--- config.mk ---
export PLATFORM = sky130hd
export DESIGN_NAME = sign_mag_accum
export DESIGN_NICKNAME = d
export VERILOG_FILES = /design/src/rtl/sign_mag_accum.sv
export SDC_FILE = /design/constraint.sdc
export NUM_CORES = 1
export LEC_CHECK = 0
export ABC_AREA = 1
export CORE_MARGIN = 2
export CORE_UTILIZATION = 50
export DETAILED_ROUTE_END_ITERATION = 6
export GPL_ROUTABILITY_DRIVEN = 0
export HOLD_SLACK_MARGIN = 0.03
export PLACE_DENSITY = 0.78
export SKIP_LAST_GASP = 1
export SYNTH_ARGS = -nofsm -noshare
export SYNTH_HDL_FRONTEND = slang
export SYNTH_SLANG_ARGS = --single-unit
--- constraint.sdc ---
create_clock -name clk -period 1.9 [get_ports clk]
set_input_delay 0.38 -clock clk [delete_from_list [all_inputs] [get_ports clk]]
set_output_delay 0.38 -clock clk [all_outputs]
set_load 0.01 [all_outputs]
--- src/rtl/sign_mag_accum.sv ---
`default_nettype none
// +----------------------------------------------------------------------------+
// | Module      : sign_mag_accum                                               |
// | Description : Packet accumulator for sign-magnitude operands. Beats        |
// |               arrive on a valid/ready input stream. On the last beat the   |
// |               block moves to HOLD and presents the packet sum together     |
// |               with a sticky overflow flag and a saturating beat count. It  |
// |               stays in HOLD until the consumer takes the result.           |
// |                                                                            |
// | Parameters  : N      operand/result width, bit N-1 = sign (3..16)          |
// |               CNT_W  width of the beat counter                             |
// |                                                                            |
// | Ports       : clk        rising-edge clock for all state                   |
// |               reset_n    asynchronous active-low reset                     |
// |               in_valid   operand beat present                              |
// |               in_ready   block can accept a beat (low only in HOLD)        |
// |               in_data    sign-magnitude operand                            |
// |               in_last    final beat of packet, qualified by in_valid       |
// |               out_valid  packet result available (high exactly in HOLD)    |
// |               out_ready  consumer accepts result                           |
// |               out_sum    packet sum, sign-magnitude                        |
// |               out_ovf    sticky overflow of any partial sum in the packet  |
// |               out_count  beats accepted in packet, saturating              |
// |                                                                            |
// | Build macro : SIGN_MAG_SAT_EN - when defined, an overflowed partial sum    |
// |               saturates to the largest magnitude; otherwise it wraps to    |
// |               its low N-1 magnitude bits. out_ovf is the same in both.     |
// |                                                                            |
// | Revision    : 1.0 - initial release                                        |
// +----------------------------------------------------------------------------+
module sign_mag_accum #(
    parameter int N     = 4,
    parameter int CNT_W = 8
) (
    input  logic             clk,
    input  logic             reset_n,
    input  logic             in_valid,
    output logic             in_ready,
    input  logic [N-1:0]     in_data,
    input  logic             in_last,
    output logic             out_valid,
    input  logic             out_ready,
    output logic [N-1:0]     out_sum,
    output logic             out_ovf,
    output logic [CNT_W-1:0] out_count
);

    localparam logic [CNT_W-1:0] c_cnt_one = CNT_W'(1);

    typedef enum logic [1:0] {
        S_IDLE  = 2'd0,
        S_ACCUM = 2'd1,
        S_HOLD  = 2'd2
    } state_t;

    state_t             r_state;
    logic [N-1:0]       r_acc;
    logic               r_ovf;
    logic [CNT_W-1:0]   r_count;

    logic               w_beat;
    logic               w_acc_sign;
    logic [N-2:0]       w_acc_mag;
    logic               w_in_sign;
    logic [N-2:0]       w_in_mag;
    logic               w_exact_sign;
    logic [N-1:0]       w_exact_mag;   // one guard bit above the magnitude
    logic               w_ovf;
    logic [N-2:0]       w_res_mag;
    logic               w_res_sign;
    logic [N-1:0]       w_next_acc;
    logic [CNT_W-1:0]   w_next_count;

    // Handshake flags depend on the state register only.
    assign in_ready  = (r_state != S_HOLD);
    assign out_valid = (r_state == S_HOLD);
    assign w_beat    = in_valid & in_ready;

    assign out_sum   = r_acc;
    assign out_ovf   = r_ovf;
    assign out_count = r_count;

    // Operand decode. A negative zero on the input is folded to +0 so it
    // can never steer the sign of a difference.
    assign w_acc_sign = r_acc[N-1];
    assign w_acc_mag  = r_acc[N-2:0];
    assign w_in_mag   = in_data[N-2:0];
    assign w_in_sign  = in_data[N-1] & (|w_in_mag);

    // Exact sign-magnitude sum. Only like-signed addition can reach the
    // guard bit; a difference always fits in N-1 bits.
    always_comb begin
        w_exact_sign = 1'b0;
        w_exact_mag  = '0;
        if (w_acc_sign == w_in_sign) begin
            w_exact_mag  = {1'b0, w_acc_mag} + {1'b0, w_in_mag};
            w_exact_sign = w_acc_sign;
        end else if (w_acc_mag >= w_in_mag) begin
            w_exact_mag  = {1'b0, w_acc_mag - w_in_mag};
            w_exact_sign = w_acc_sign;
        end else begin
            w_exact_mag  = {1'b0, w_in_mag - w_acc_mag};
            w_exact_sign = w_in_sign;
        end
    end

    assign w_ovf = w_exact_mag[N-1];

`ifdef SIGN_MAG_SAT_EN
    assign w_res_mag = w_ovf ? {(N-1){1'b1}} : w_exact_mag[N-2:0];
`else
    assign w_res_mag = w_exact_mag[N-2:0];
`endif

    // Any zero magnitude, exact or wrapped, is stored as +0.
    assign w_res_sign = w_exact_sign & (|w_res_mag);
    assign w_next_acc = {w_res_sign, w_res_mag};

    assign w_next_count = (&r_count) ? r_count : (r_count + c_cnt_one);

    always_ff @(posedge clk or negedge reset_n) begin
        if (!reset_n) begin
            r_state <= S_IDLE;
            r_acc   <= '0;
            r_ovf   <= 1'b0;
            r_count <= '0;
        end else begin
            case (r_state)
                S_IDLE, S_ACCUM: begin
                    if (w_beat) begin
                        r_acc   <= w_next_acc;
                        r_ovf   <= r_ovf | w_ovf;
                        r_count <= w_next_count;
                        r_state <= in_last ? S_HOLD : S_ACCUM;
                    end
                end
                S_HOLD: begin
                    if (out_ready) begin
                        r_state <= S_IDLE;
                        r_acc   <= '0;
                        r_ovf   <= 1'b0;
                        r_count <= '0;
                    end
                end
                default: begin
                    r_state <= S_IDLE;
                    r_acc   <= '0;
                    r_ovf   <= 1'b0;
                    r_count <= '0;
                end
            endcase
        end
    end

endmodule
`default_nettype wire

# ---- Word-level counts from Yosys, hierarchy flattened
# Index checks and enable logic that the tools add are counted.
# W data, S select, Z words.
dict set report totals {
  register_bits 15
  input_bits 9
  output_inout_bits 15
  elab_cells 45
}
dict set report classes {
  add_sub_neg 4
  order_cmp 1
  n_eq_ne 7
  n_mux 18
  bitwise 4
  reduce_logical 7
}
# cell n
set op_table {}
lappend op_table {{$mux W8} 3}
lappend op_table {{$pmux W8 S2} 1}
lappend op_table {{$mux W4} 3}
lappend op_table {{$add A8 B1 Y8 const B} 1}
lappend op_table {{$pmux W4 S2} 1}
lappend op_table {{$reduce_and A8 Y1} 1}
lappend op_table {{$mux W2} 3}
lappend op_table {{$ne A2 B2 Y1 const B} 3}
lappend op_table {{$reduce_or A3 Y1} 2}
lappend op_table {{$sub A3 B3 Y3} 2}
lappend op_table {{$add A3 B3 Y4} 1}
lappend op_table {{$mux W1} 4}
lappend op_table {{$pmux W2 S2} 1}
lappend op_table {{$and A1 B1 Y1} 3}
lappend op_table {{$ge A3 B3 Y1} 1}
lappend op_table {{$mux W3} 1}
lappend op_table {{$reduce_and A3 Y1} 1}
lappend op_table {{$eq A2 B1 Y1 const B} 1}
lappend op_table {{$eq A2 B2 Y1 const B} 1}
lappend op_table {{$logic_not A2 Y1} 1}
lappend op_table {{$ne A2 B1 Y1 const B} 1}
lappend op_table {{$pmux W1 S2} 1}
lappend op_table {{$reduce_and A2 Y1} 1}
lappend op_table {{$reduce_or A2 Y1} 1}
lappend op_table {{other kinds (2)} 2}

# ---- Longest topological paths before layout
dict set report logic_depth {
  word_depth 8
  ltp_mapped 14
  ltp_nobuf 13
}

# ---- Least setup slack after synthesis
# No wires, ideal clock.
dict set report synth_timing {
  path_kind {reg-to-reg}
  start {register r_acc[0], in the netlist out_sum[0]}
  end {register r_acc[3], in the netlist out_sum[3]}
  setup_ns 0.116
  t_arrival_ns 1.526
  t_required_ns 1.784
  setup_slack_ns 0.258
  path_stages_with_launch 12
  path_buffers 0
  synth_period_minus_slack_ns 1.642
  cell_sequence {dfrtp_1 inv_1 ha_1 fa_1 xor2_1 nand2_1 nand2_1 nand2_1 nand2_1 nand3_1 nand2_1 nand2_1}
}
dict set report synth_between {
  elab_chain_len 7
  elab_cells_between_ends 12
  classes_between {add/sub: 3; order compare: 1; mux: 6; bitwise: 1; reduce/logical: 1}
}
# element line_no
set synth_rtl {}
lappend synth_rtl {{from (decl)} 57} ;# logic [N-1:0] r_acc;
lappend synth_rtl {{from (signal assigned)} 131} ;# r_acc <= w_next_acc;
lappend synth_rtl {{$sub A3 B3 Y3 (tied with other cells)} 102} ;# w_exact_mag = {1'b0, w_in_mag - w_acc_mag};
lappend synth_rtl {{$mux W3} 98} ;# end else if (w_acc_mag >= w_in_mag) begin
lappend synth_rtl {{$mux W4} 95} ;# if (w_acc_sign == w_in_sign) begin
lappend synth_rtl {{$reduce_or A3 Y1} 116} ;# assign w_res_sign = w_exact_sign & (|w_res_mag);
lappend synth_rtl {{$and A1 B1 Y1 *} 116}
lappend synth_rtl {{$mux W4 *} 130} ;# if (w_beat) begin
lappend synth_rtl {{$pmux W4 S2 *} 128} ;# case (r_state)
# Every way passes the cells marked *; elsewhere a longest branch is shown, timed or not. The select of a mux whose other input is x is not followed.
# A chain may end at the register's enable or synchronous reset.

# ---- Final worst setup path
dict set report layout_timing {
  start {input port in_data[1]}
  end {register r_acc[3], in the netlist out_sum[3]}
}
dict set report layout_between {
  elab_chain_len 8
  elab_cells_between_ends 15
  classes_between {add/sub: 3; order compare: 1; eq/ne: 1; mux: 6; bitwise: 2; reduce/logical: 2}
}
# element line_no
set layout_rtl {}
lappend layout_rtl {{from (decl)} 39} ;# input logic [N-1:0] in_data,
lappend layout_rtl {{branches (longest 5 deep; another with $sub A3 B3 Y3)} -}
lappend layout_rtl {{$and A1 B1 Y1 *} 116}
lappend layout_rtl {{$mux W4 *} 130}
lappend layout_rtl {{$pmux W4 S2 *} 128}
# Mark *: on every way between the ends. The select of a mux whose other input is x is not followed.

==> metrics.txt <==
outcome=finished clean; CTS tree=built; DR iter-0 viols=26; critical path launch point type=input port; routed wire length=2.41 mm; die width=51.3 um; CP bufs+invs=3; total core area=2170 sq um; Synth Warn #=0; layout cell share with drive strength beyond 1=19.0%; worst skew pair latency=0.29 ns; Yosys cell types=28; number of diodes=0; critical path fanouts, max=4; row cnt=17; post-CTS setup buffer count=0; largest net degree at the start of global routing=16; routed len/inst=11.7 um; Vias=1,048; Worst IR Drop VDD=0.000881 V; P&R area growth vs syn=35.2%; CTS max path bufs=2; CP max stage delay=0.50 ns; die area=2630 sq um; Synth Instances=143; number of global-route vias before repair=984; drt via density=5.06; FF+latch count, synth=15; worst-path cell chain=clkdlybuf4s50_1 -> inv_2 -> ha_1 -> nand2_1 -> inv_1 -> nand2_1 -> nand2_1 -> nand2_1 -> nand2_1 -> nand2_1 -> nand2_1 -> nand3_1 -> nand2_1 -> nand2_1; R2R depth=10; top sig layer=met4; Final Critical Period=1.85 ns; Initial DRT Pass Iterations=4; Buffers on Ports=23; CTS resizes=4; critical path type=in -> reg; most used cell, CP=nand2_1; hold_buf cts=0; Sum Neg Setup Slack=0 ns; number of CTS-inserted buffers=3; static leakage=0.776 nW; Seq/Total Area, Yosys=33.6%; Worst path depth=14; # IOs=24; syn_nets=163; first-pass GRT wire length=4.24 mm; RSZ-0062 raised after global routing=true; total gr overflow=0; worst min path class=in -> async; cell family with most CP delay=simple AND/OR/NAND/NOR gates; Die H=51.3 um; met3 routed WL=126 um; Routed met2 length=1.16 mm; CTS sink count=15; gr usage total=21.4%; final core occ=69.7%; syn_area_per_cell=7.82 sq um; Fin. Hold Viols=0; Worst-Margin Slew=0.346 ns; crit share post-route=97.6%; maxcap violations=0; Synth Cell Area=1120 sq um; slew margin rel.=76.9%; htree depth=1; PwrDens=1310 nW/um^2; DR DRC count=0; fin. max-slew vios=0; FMAX=539 MHz; DP HPWL=2.01 mm; Crit path arrival time=2.04 ns; Reg clk slew, reported paths=0.10 ns; Final nets=200; Crit. End Element=flip-flop; antenna violations before repair=0; Final Setup Violations=0; Initial Utilization=51.6%; CTS root buf=clkbuf_4; number of filler cells placed in the layout=186; antenna viol nets, final=0; CP max stage cell=clkdlybuf4s50_1; worst clock skew=0.00564 ns; Critical Path RT=2.09 ns; M1 WL=1.11 mm
==> cell usage in the layout (no fill, tap or decap), types with 3 or more instances in the layout <==
cell             Yosys  routed
nand2_1             42      42
dfrtp_1             15      15
xor2_1               3       3
clkdlybuf4s50_1      0      20
nand2_4              2       3
inv_1               19      18
buf_4                0      11
nand4_1              3       3
nor2_1               5       5
clkbuf_4             0       3
ha_1                 8       6
nand3_1             14      14
or2_2                3       3
a21oi_1              5       4
==> cells in the mapped netlist <==
cell      instances  share of area (%)
a21oi_1           5                2.2
a22oi_1           1               0.67
a31o_2            1               0.78
buf_2             1               0.45
buf_6             1                1.0
dfrtp_1          15                 34
fa_1              3                5.4
ha_1              8                8.9
inv_1            19                6.4
inv_2             2               0.67
nand2_1          42                 14
nand2_2           1               0.56
nand2_4           2                2.0
nand3_1          14                6.3
nand3b_1          1               0.67
nand4_1           3                1.7
nand4_2           1                1.1
nor2_1            5                1.7
nor2_4            1                1.0
nor3_2            1               0.89
o21ai_0           2               0.89
o21ai_1           2               0.89
o21ai_2           2                1.6
o22ai_1           2                1.1
o31ai_1           1               0.67
or2_2             3                1.7
xnor2_1           1               0.78
xor2_1            3                2.3
==> path summary, 6_finish.rpt <==
path,slack [ns],from,end
worst max-delay path,0.05,in_data[1],out_sum[3]$_DFFE_PN0P_
worst min-delay path,0.40,reset_n,out_count[1]$_DFFE_PN0P_
worst max register to register,0.10,out_sum[1]$_DFFE_PN0P_,out_sum[3]$_DFFE_PN0P_
worst min register to register,0.54,out_count[5]$_DFFE_PN0P_,out_count[5]$_DFFE_PN0P_
max in group asynchronous,1.32,reset_n,out_count[2]$_DFFE_PN0P_
min in group clk,0.54,out_count[5]$_DFFE_PN0P_,out_count[5]$_DFFE_PN0P_
==> per-stage QoR <==
stage / cells / setup slack [ns] / hold slack [ns] / power, W / area (sq um)
final: 207 / 0.0460 / 0.400 / 0.00199 / 1510
after global placement: 203 / -0.290 / 0.496 / 0.00172 / 1450
after detailed placement: 203 / -0.389 / 0.517 / 0.00177 / 1450
after global routing: 207 / -0.0575 / 0.403 / 0.00216 / 1510
after CTS: 207 / 0.0250 / 0.406 / 0.00197 / 1490
after floorplan: 143 / 0.258 / 0.0844 / 0.00127 / 1120
==> area by class of cell <==
cell class	count	area, sq um	share of cell area, %
clock inverter	1	7.51	0.496
tap	28	35.0	2.32
timing repair buffer	34	317	20.9
inverter	21	81.3	5.38
multi-input combinational	105	674	44.6
sequential	15	375	24.8
clock buffer	3	22.5	1.49
==> per-layer routing <==
layer,up-vias,GRT usage (%)
met2,28,36.6
met3,2,5.26
met1,485,28.1
met5,-,0
met4,0,2.63
li1,533,-
==> registers in the layout, summed over array words and instances, names as in the netlist <==
| signal | flops |
|---|---|
| out_count | 8 |
| out_ovf | 1 |
| out_sum | 4 |
| r_state | 2 |
==> cell families after synthesis <==
kind of cell             Yosys count  share of synthesized area (%)
AND/OR/NAND/NOR                   74                           31.7
buffers and inverters             23                           8.50
AO/OA/AOI/OAI                     16                           8.84
flip-flops                        15                           33.6
adder cells (fa/ha/maj)           11                           14.3
XOR/XNOR                           4                           3.13
==> report_power, final <==
part / total, W / internal (W) / switching [W]
Clock: 0.000189 / 0.0000801 / 0.000109
Combinational: 0.00123 / 0.000589 / 0.000638
Sequential: 0.000572 / 0.000427 / 0.000145
Total: 0.00199 / 0.00110 / 0.000893
No activity file was read; power rests on OpenSTA's default activity.
